--- src/rtl/axi_llc_arcane_lock_req_if.sv ---
// Software lock-write handshake and arcane-FSM lock request/grant signals.
interface axi_llc_arcane_lock_req_if;
    logic sw_wr_valid_i;
    logic sw_wr_data_i;
    logic sw_wr_ready_o;
    logic ecpu_lock_o;
    logic ecpu_lock_req_o;
    logic ready_lock_i;
    logic done_o;
    logic busy_o;
    logic err_o;
    logic err_clr_i;

    modport slave (
        input  sw_wr_valid_i, sw_wr_data_i, ready_lock_i, err_clr_i,
        output sw_wr_ready_o, ecpu_lock_o, ecpu_lock_req_o, done_o, busy_o, err_o
    );

    modport master (
        output sw_wr_valid_i, sw_wr_data_i, ready_lock_i, err_clr_i,
        input  sw_wr_ready_o, ecpu_lock_o, ecpu_lock_req_o, done_o, busy_o, err_o
    );
endinterface

--- src/rtl/axi_llc_arcane_lock_req.sv ---
// Software-driven lock bit with request/grant handshake to the arcane FSM.
// Optional grant timeout with sticky error: define ARCANE_LOCK_TIMEOUT_EN.
module axi_llc_arcane_lock_req #(
    parameter int unsigned TIMEOUT_CYCLES = 1024
) (
    input  logic                            clk_i,
    input  logic                            rst_i,
    axi_llc_arcane_lock_req_if.slave        bus
);

    typedef enum logic [1:0] {
        IDLE = 2'd0,
        REQ  = 2'd1,
        DONE = 2'd2,
        ERR  = 2'd3
    } state_e;

    state_e state_q, state_d;
    logic   lock_q, lock_d;
    logic   req_q, req_d;
    logic   done_q, done_d;
    logic   wr_acc;

`ifdef ARCANE_LOCK_TIMEOUT_EN
    logic        err_q, err_d;
    logic [15:0] cnt_q, cnt_d;
    logic        timeout;

    assign timeout = (cnt_q == 16'(TIMEOUT_CYCLES - 1));
`else
    logic unused_err_clr;
    localparam int unsigned unused_timeout_cycles = TIMEOUT_CYCLES;

    assign unused_err_clr = bus.err_clr_i;
`endif

    assign wr_acc = bus.sw_wr_valid_i && (state_q == IDLE);

    always_comb begin
        state_d = state_q;
        lock_d  = lock_q;
        req_d   = 1'b0;
        done_d  = 1'b0;
`ifdef ARCANE_LOCK_TIMEOUT_EN
        err_d   = err_q;
        cnt_d   = cnt_q;
`endif
        case (state_q)
            IDLE: begin
                if (wr_acc) begin
                    // Redundant acquire/release completes without bothering the arcane FSM
                    if (bus.sw_wr_data_i == lock_q) begin
                        state_d = DONE;
                        done_d  = 1'b1;
                    end else begin
                        state_d = REQ;
                        req_d   = 1'b1;
`ifdef ARCANE_LOCK_TIMEOUT_EN
                        cnt_d   = '0;
`endif
                    end
                end
            end
            REQ: begin
                // Lock toggle and request drop share one edge; grant beats timeout
                if (bus.ready_lock_i) begin
                    lock_d  = ~lock_q;
                    state_d = DONE;
                    done_d  = 1'b1;
`ifdef ARCANE_LOCK_TIMEOUT_EN
                end else if (timeout) begin
                    state_d = ERR;
                    err_d   = 1'b1;
`endif
                end else begin
                    req_d   = 1'b1;
`ifdef ARCANE_LOCK_TIMEOUT_EN
                    cnt_d   = cnt_q + 16'd1;
`endif
                end
            end
            DONE: begin
                state_d = IDLE;
            end
            ERR: begin
`ifdef ARCANE_LOCK_TIMEOUT_EN
                if (bus.err_clr_i) begin
                    state_d = IDLE;
                    err_d   = 1'b0;
                end
`else
                state_d = IDLE;
`endif
            end
            default: state_d = IDLE;
        endcase
    end

    always_ff @(posedge clk_i) begin
        if (rst_i) begin
            state_q <= IDLE;
            lock_q  <= 1'b0;
            req_q   <= 1'b0;
            done_q  <= 1'b0;
        end else begin
            state_q <= state_d;
            lock_q  <= lock_d;
            req_q   <= req_d;
            done_q  <= done_d;
        end
    end

`ifdef ARCANE_LOCK_TIMEOUT_EN
    always_ff @(posedge clk_i) begin
        if (rst_i) begin
            err_q <= 1'b0;
            cnt_q <= '0;
        end else begin
            err_q <= err_d;
            cnt_q <= cnt_d;
        end
    end

    assign bus.err_o = err_q;
`else
    assign bus.err_o = 1'b0;
`endif

    assign bus.sw_wr_ready_o   = (state_q == IDLE);
    assign bus.busy_o          = (state_q != IDLE);
    assign bus.ecpu_lock_o     = lock_q;
    assign bus.ecpu_lock_req_o = req_q;
    assign bus.done_o          = done_q;

endmodule
--- src/flat_wrapper.sv ---
// flat-port wrapper written by rule: the top's interface ports become plain ports
module axi_llc_arcane_lock_req_flat 
#(
    parameter int unsigned TIMEOUT_CYCLES = 1024
)
  (clk_i, rst_i, bus_sw_wr_valid_i, bus_sw_wr_data_i, bus_ready_lock_i, bus_err_clr_i, bus_sw_wr_ready_o, bus_ecpu_lock_o, bus_ecpu_lock_req_o, bus_done_o, bus_busy_o, bus_err_o);
  axi_llc_arcane_lock_req_if bus_i ();
  input  logic clk_i;
  input  logic rst_i;
  input wire logic [$bits(bus_i.sw_wr_valid_i)-1:0] bus_sw_wr_valid_i;
  input wire logic [$bits(bus_i.sw_wr_data_i)-1:0] bus_sw_wr_data_i;
  input wire logic [$bits(bus_i.ready_lock_i)-1:0] bus_ready_lock_i;
  input wire logic [$bits(bus_i.err_clr_i)-1:0] bus_err_clr_i;
  output wire logic [$bits(bus_i.sw_wr_ready_o)-1:0] bus_sw_wr_ready_o;
  output wire logic [$bits(bus_i.ecpu_lock_o)-1:0] bus_ecpu_lock_o;
  output wire logic [$bits(bus_i.ecpu_lock_req_o)-1:0] bus_ecpu_lock_req_o;
  output wire logic [$bits(bus_i.done_o)-1:0] bus_done_o;
  output wire logic [$bits(bus_i.busy_o)-1:0] bus_busy_o;
  output wire logic [$bits(bus_i.err_o)-1:0] bus_err_o;
  assign bus_i.sw_wr_valid_i = bus_sw_wr_valid_i;
  assign bus_i.sw_wr_data_i = bus_sw_wr_data_i;
  assign bus_i.ready_lock_i = bus_ready_lock_i;
  assign bus_i.err_clr_i = bus_err_clr_i;
  assign bus_sw_wr_ready_o = bus_i.sw_wr_ready_o;
  assign bus_ecpu_lock_o = bus_i.ecpu_lock_o;
  assign bus_ecpu_lock_req_o = bus_i.ecpu_lock_req_o;
  assign bus_done_o = bus_i.done_o;
  assign bus_busy_o = bus_i.busy_o;
  assign bus_err_o = bus_i.err_o;
  axi_llc_arcane_lock_req #(.TIMEOUT_CYCLES(TIMEOUT_CYCLES)) u_core (.clk_i(clk_i), .rst_i(rst_i), .bus(bus_i));
endmodule
--- config.mk ---
export PLATFORM = sky130hd
export DESIGN_NAME = axi_llc_arcane_lock_req_flat
export DESIGN_NICKNAME = d
export VERILOG_FILES = /design/src/rtl/axi_llc_arcane_lock_req_if.sv /design/src/rtl/axi_llc_arcane_lock_req.sv /design/src/flat_wrapper.sv
export SDC_FILE = /design/constraint.sdc
export NUM_CORES = 1
export LEC_CHECK = 0
export CORE_AREA = 2 2 39 41
export DETAILED_ROUTE_END_ITERATION = 8
export DIE_AREA = 0 0 41 43
export SYNTH_ARGS = -nofsm -noshare
export SYNTH_HDL_FRONTEND = slang
export SYNTH_SLANG_ARGS = --single-unit
--- constraint.sdc ---
create_clock -name clk_i -period 1.31 [get_ports clk_i]
set_input_delay 0.3275 -clock clk_i [delete_from_list [all_inputs] [get_ports clk_i]]
set_output_delay 0.3275 -clock clk_i [all_outputs]
set_load 0.01 [all_outputs]
# Word-level counts from Yosys, hierarchy flattened
# Index checks and enable logic that the tools add are counted.
# word_totals
n_memories	0
rom_bits	0
out_inout_bits	6
latchBits	0
word_cells	29
inputBits	6
register_bits	5
ram_bits	0
# classes
bitwise	1
reduce_logical	6
n_eq_ne	6
shift	0
addsub	0
div	0
n_lt_le_gt_ge	0
mux	12
multipliers	0
# ops
cell	count
2-to-1 mux 1 bit	6
2-to-1 mux 2 bit	3
one-hot mux 2 bit (3 select lines)	1
== test 2 bit, second input constant	2
one-hot mux 1 bit (2 select lines)	2
AND reduction 2 bit	2
== test 2 x 1 -> 1 bit, second input constant	1
logical NOT 2 bit	1
!= test 2 x 1 -> 1 bit, second input constant	1
!= test 2 bit, second input constant	1
nonzero test 2 bit	1
OR reduction 2 bit	1
== test 1 bit	1
logical AND 1 bit	1
inverter 1 bit	1

# Longest topological paths before layout
# depth
word_depth	4
ltp_mapped	4

# Worst setup path before layout
# OpenSTA, ideal clock, no wires.
# synth_timing
kind	reg2reg
from	reg u_core.state_q[0]
to	reg u_core.done_q, in the netlist u_core.bus.done_o
t_required_ns	1.186
t_arrival_ns	0.867
stages_incl_launch_ff	5
path_slack_ns	0.318
setup_time_ns	0.124
n_path_buf	0
path_cell_list	dfxtp_1 -> nor2_1 -> inv_1 -> a21oi_1 -> nor4_1
# synth_via
elab_chain_cells	4
word_cells_on_any_way	5
# synth_rtl
item	line_no	text
start: declaration	axi_llc_arcane_lock_req.sv:18	state_e state_q, state_d;
start signal: assignment	axi_llc_arcane_lock_req.sv:106	state_q <= state_d;
logical NOT 2 bit (*)	-	
net bus_sw_wr_ready_o	flat_wrapper.sv:14	output wire logic [$bits(bus_i.sw_wr_ready_o)-1:0] bus_sw_wr_ready_o;
logical AND 1 bit	axi_llc_arcane_lock_req.sv:37	assign wr_acc = bus.sw_wr_valid_i && (state_q == IDLE);
2-to-1 mux 1 bit	axi_llc_arcane_lock_req.sv:50	if (wr_acc) begin
one-hot mux 1 bit (2 select lines) (*)	axi_llc_arcane_lock_req.sv:48	case (state_q)
end signal: assignment	axi_llc_arcane_lock_req.sv:109	done_q <= done_d;
end: declaration	axi_llc_arcane_lock_req.sv:21	logic done_q, done_d;
# The timed path passes the listed nets; every way through them passes the cells marked *.
# A chain may end at the register's enable or synchronous reset.

# Final worst setup path
# layout_timing
from	reg u_core.state_q[1]
to	out bus_busy_o
# layout_via
elab_chain_cells	1
# layout_rtl
item	line_no	text
nonzero test 2 bit	axi_llc_arcane_lock_req.sv:130	assign bus.busy_o = (state_q != IDLE);
end: declaration	flat_wrapper.sv:18	output wire logic [$bits(bus_i.busy_o)-1:0] bus_busy_o;
# No other way between the ends.

==> reports/metrics.yaml <==
run_status:
  outcome: "completed"
setup_path:
  crit_chain: "nor2_1 > inv_1 > clkbuf_2"
  worstPathMaxFanout: 2
  crit_required_ns: 0.98
  r2r_setup_slack_ns: 0.27
  cp.arrival_ns: 0.85
  critPathSlowestCell: "dfxtp_1"
  reg2reg_from: "u_core.bus.ecpu_lock_o"
  end_kind: "output port"
  criticalPathCategory: "reg2out"
  r2r_cells: 4
  r2r_end: "u_core.bus.done_o"
  cp-start-kind: "flop"
  critPathMaxStageDelay_ns: 0.30
die:
  die_w_um: 41
  die_area_mm2: 0.001763
  core-area_mm2: 0.001384
  num_rows: 14
  initial_core_util_pct: 14.65
  io_pins: 12
  die-height_um: 43
placement:
  io_buffer_count: 9
  place_hpwl_um: 300.2
  place_congestion: 0.6773
drt:
  drtAntennaViolNets: 0
  dr.pass1.iters: 2
  wl_per_cell_um: 7.250
  drt_iter0_markers: 1
  drc: 0
  finalWirelength_um: 377
  via_per_inst: 3.538
  via_count: 184
synthesis:
  synth_nets: 27
  yosys_register_bits: 5
  yosysWarnings: 0
  synth_xor_area_share_pct: 8.642
  muxShareOfSynthArea_pct: 0
  synth-compound-area-share_pct: 9.877
  seq_area_frac_synth_pct: 49.38
  synthAdderAreaFrac_pct: 0
  synthCells: 21
  syn_area_per_cell_um2: 9.652
  synth_area_leaders: "dfxtp_1 (49%), o21a_1 (7.4%), nor3b_2 (6.2%)"
  yosys.area.top_type: "dfxtp_1"
  synth_top_area_share_pct: 49.38
  synth_top_family_by_area: "simple AND/OR/NAND/NOR gates"
  syn_area_um2: 202.7
  synth-simple-area-share_pct: 24.69
  synth_cell_types: 13
global_route:
  grt_max_degree: 5
  antenna_found_initial: 0
  grt_usage_pct: 5.216
  overflow: 0
  grt_pass1_vias: 169
  grt_pass1_wl_um: 552
finish:
  antenna_cells: 0
  layout-drive-gt1-share_pct: 25.00
  final_cell_mix: "dfxtp_1 (5), clkdlybuf4s50_1 (4)"
  fin_nets: 43
  layout.cells.most_common: "dfxtp_1"
  syn_to_final_growth_pct: 67.90
power:
  cellPowerDensity_mw_per_mm2: 1304
  ir_drop_v: 0.0003272
  leakage_nw: 0.1558
clock_tree:
  post-cts-setup-buffers: 0
  ctsHoldBuffers: 0
  path_clk_slew_ns: 0.04
  cts.sinks: 5
  insertion_delay_ns: 0.24
  h-tree-depth: 1
  cts-root-buf: "clkbuf_4"
  clockBufferDepth: 2
  cts_made_buffers: 3
  cts_tree: "yes"
worst_hold_path:
  hp-class: "reg2reg"
  min_from: "u_core.state_q[1]"
  hold_path_depth: 2
  hold_path_end: "u_core.state_q[1]"
sta:
  setup_viol: 0
  fmax_ghz: 0.8473
  final_hold_viol_count: 0
  finalCritPeriodShare_pct: 90.09
  drv_slew: 0
  holdWs_ns: 0.5281
  rsz0062_at_grt: "false"
  tns_ns: 0
  fin_skew_ns: 0.002955
  period_minus_slack_ns: 1.180
run:
  drv_cap: 0
flip-flops by register name (all words and copies together), names as in the netlist:
signal / flops
u_core.state_q: 2
u_core.bus.done_o: 1
u_core.bus.ecpu_lock_o: 1
u_core.bus.ecpu_lock_req_o: 1
metrics by stage:
stage	util, %	total power, mW	instance area [um^2]	setup WS [ns]	cells
detailed placement	23.69	0.2873	327.8	-0.06019	48
global route	24.59	0.4745	340.3	0.03561	52
floorplan	-	0.2235	202.7	0.3183	21
CTS	25.23	0.4533	349.1	0.02709	52
finish	24.59	0.4439	340.3	0.1298	52
global placement	23.69	0.2864	327.8	-0.06829	48
power by group:
part	internal [mW]	leakage, nW	switching (mW)	total (mW)
Clock	0.115	0.0150	0.0616	0.177
Sequential	0.167	0.0410	0.00477	0.172
Combinational	0.0509	0.0998	0.0446	0.0955
Total	0.333	0.156	0.111	0.444
routing by layer:
| metal | wire length [um] | part of all wire [%] | GRT usage, % | vias up |
|---|---|---|---|---|
| met1 | 159 | 42 | 4.808 | 74 |
| li1 | - | - | - | 100 |
| met4 | 10 | 2.7 | 6.000 | 0 |
| met5 | 0 | 0 | 0 | - |
| met3 | 47 | 12 | 3.141 | 2 |
| met2 | 160 | 42 | 6.875 | 8 |
Yosys cell counts:
cell	number
nor2b_1	1
buf_4	1
nor2_1	3
o21a_1	2
a21oi_1	1
inv_1	1
xor2_1	1
conb_1	1
xnor2_1	1
nand3b_1	1
nor4_1	2
nor3b_2	1
dfxtp_1	5
critical path: cells and delay by family, from the launching register on:
| kind | cells | cell delay [ns] |
|---|---|---|
| buf+inv | 2 | 0.18 |
| flops | 1 | 0.30 |
| simple gates | 1 | 0.13 |
repair_timing:
item,in CTS,in global routing
pin swaps,1,0
endpoints found under the setup margin,5,2
gates resized for setup,6,3
worst max path at each step:
stage | slack (ns) | depth (start not counted) | end | start
finish | 0.13 | 3 | bus_busy_o | u_core.state_q[1]
CTS | 0.03 | 3 | bus_busy_o | u_core.state_q[1]
detailed placement | -0.06 | 4 | u_core.bus.done_o | bus_sw_wr_data_i
global placement | -0.07 | 4 | u_core.bus.done_o | bus_sw_wr_data_i
global route | 0.04 | 3 | bus_busy_o | u_core.state_q[1]
floorplan | 0.32 | 4 | u_core.bus.done_o | u_core.state_q[0]
final cells by class:
| class | instances | area [um^2] |
|---|---|---|
| clock buffers | 4 | 26.28 |
| repair buffers | 12 | 98.84 |
| inverters | 1 | 3.754 |
| fillers | 164 | 1044 |
| flip-flops and latches | 5 | 100.1 |
| multi-input cells | 14 | 91.34 |
| well taps | 16 | 20.02 |
cell families (layout without fill, tap and decap cells):
logic type,Yosys count,count (layout)
DFF,5,5
xor gates and xnor gates,2,2
other,1,1
and+or+nand+nor,8,8
buffers and inverters,2,17
AOI/OAI and AO/OA,3,3
(Power assumes the default switching activity.)
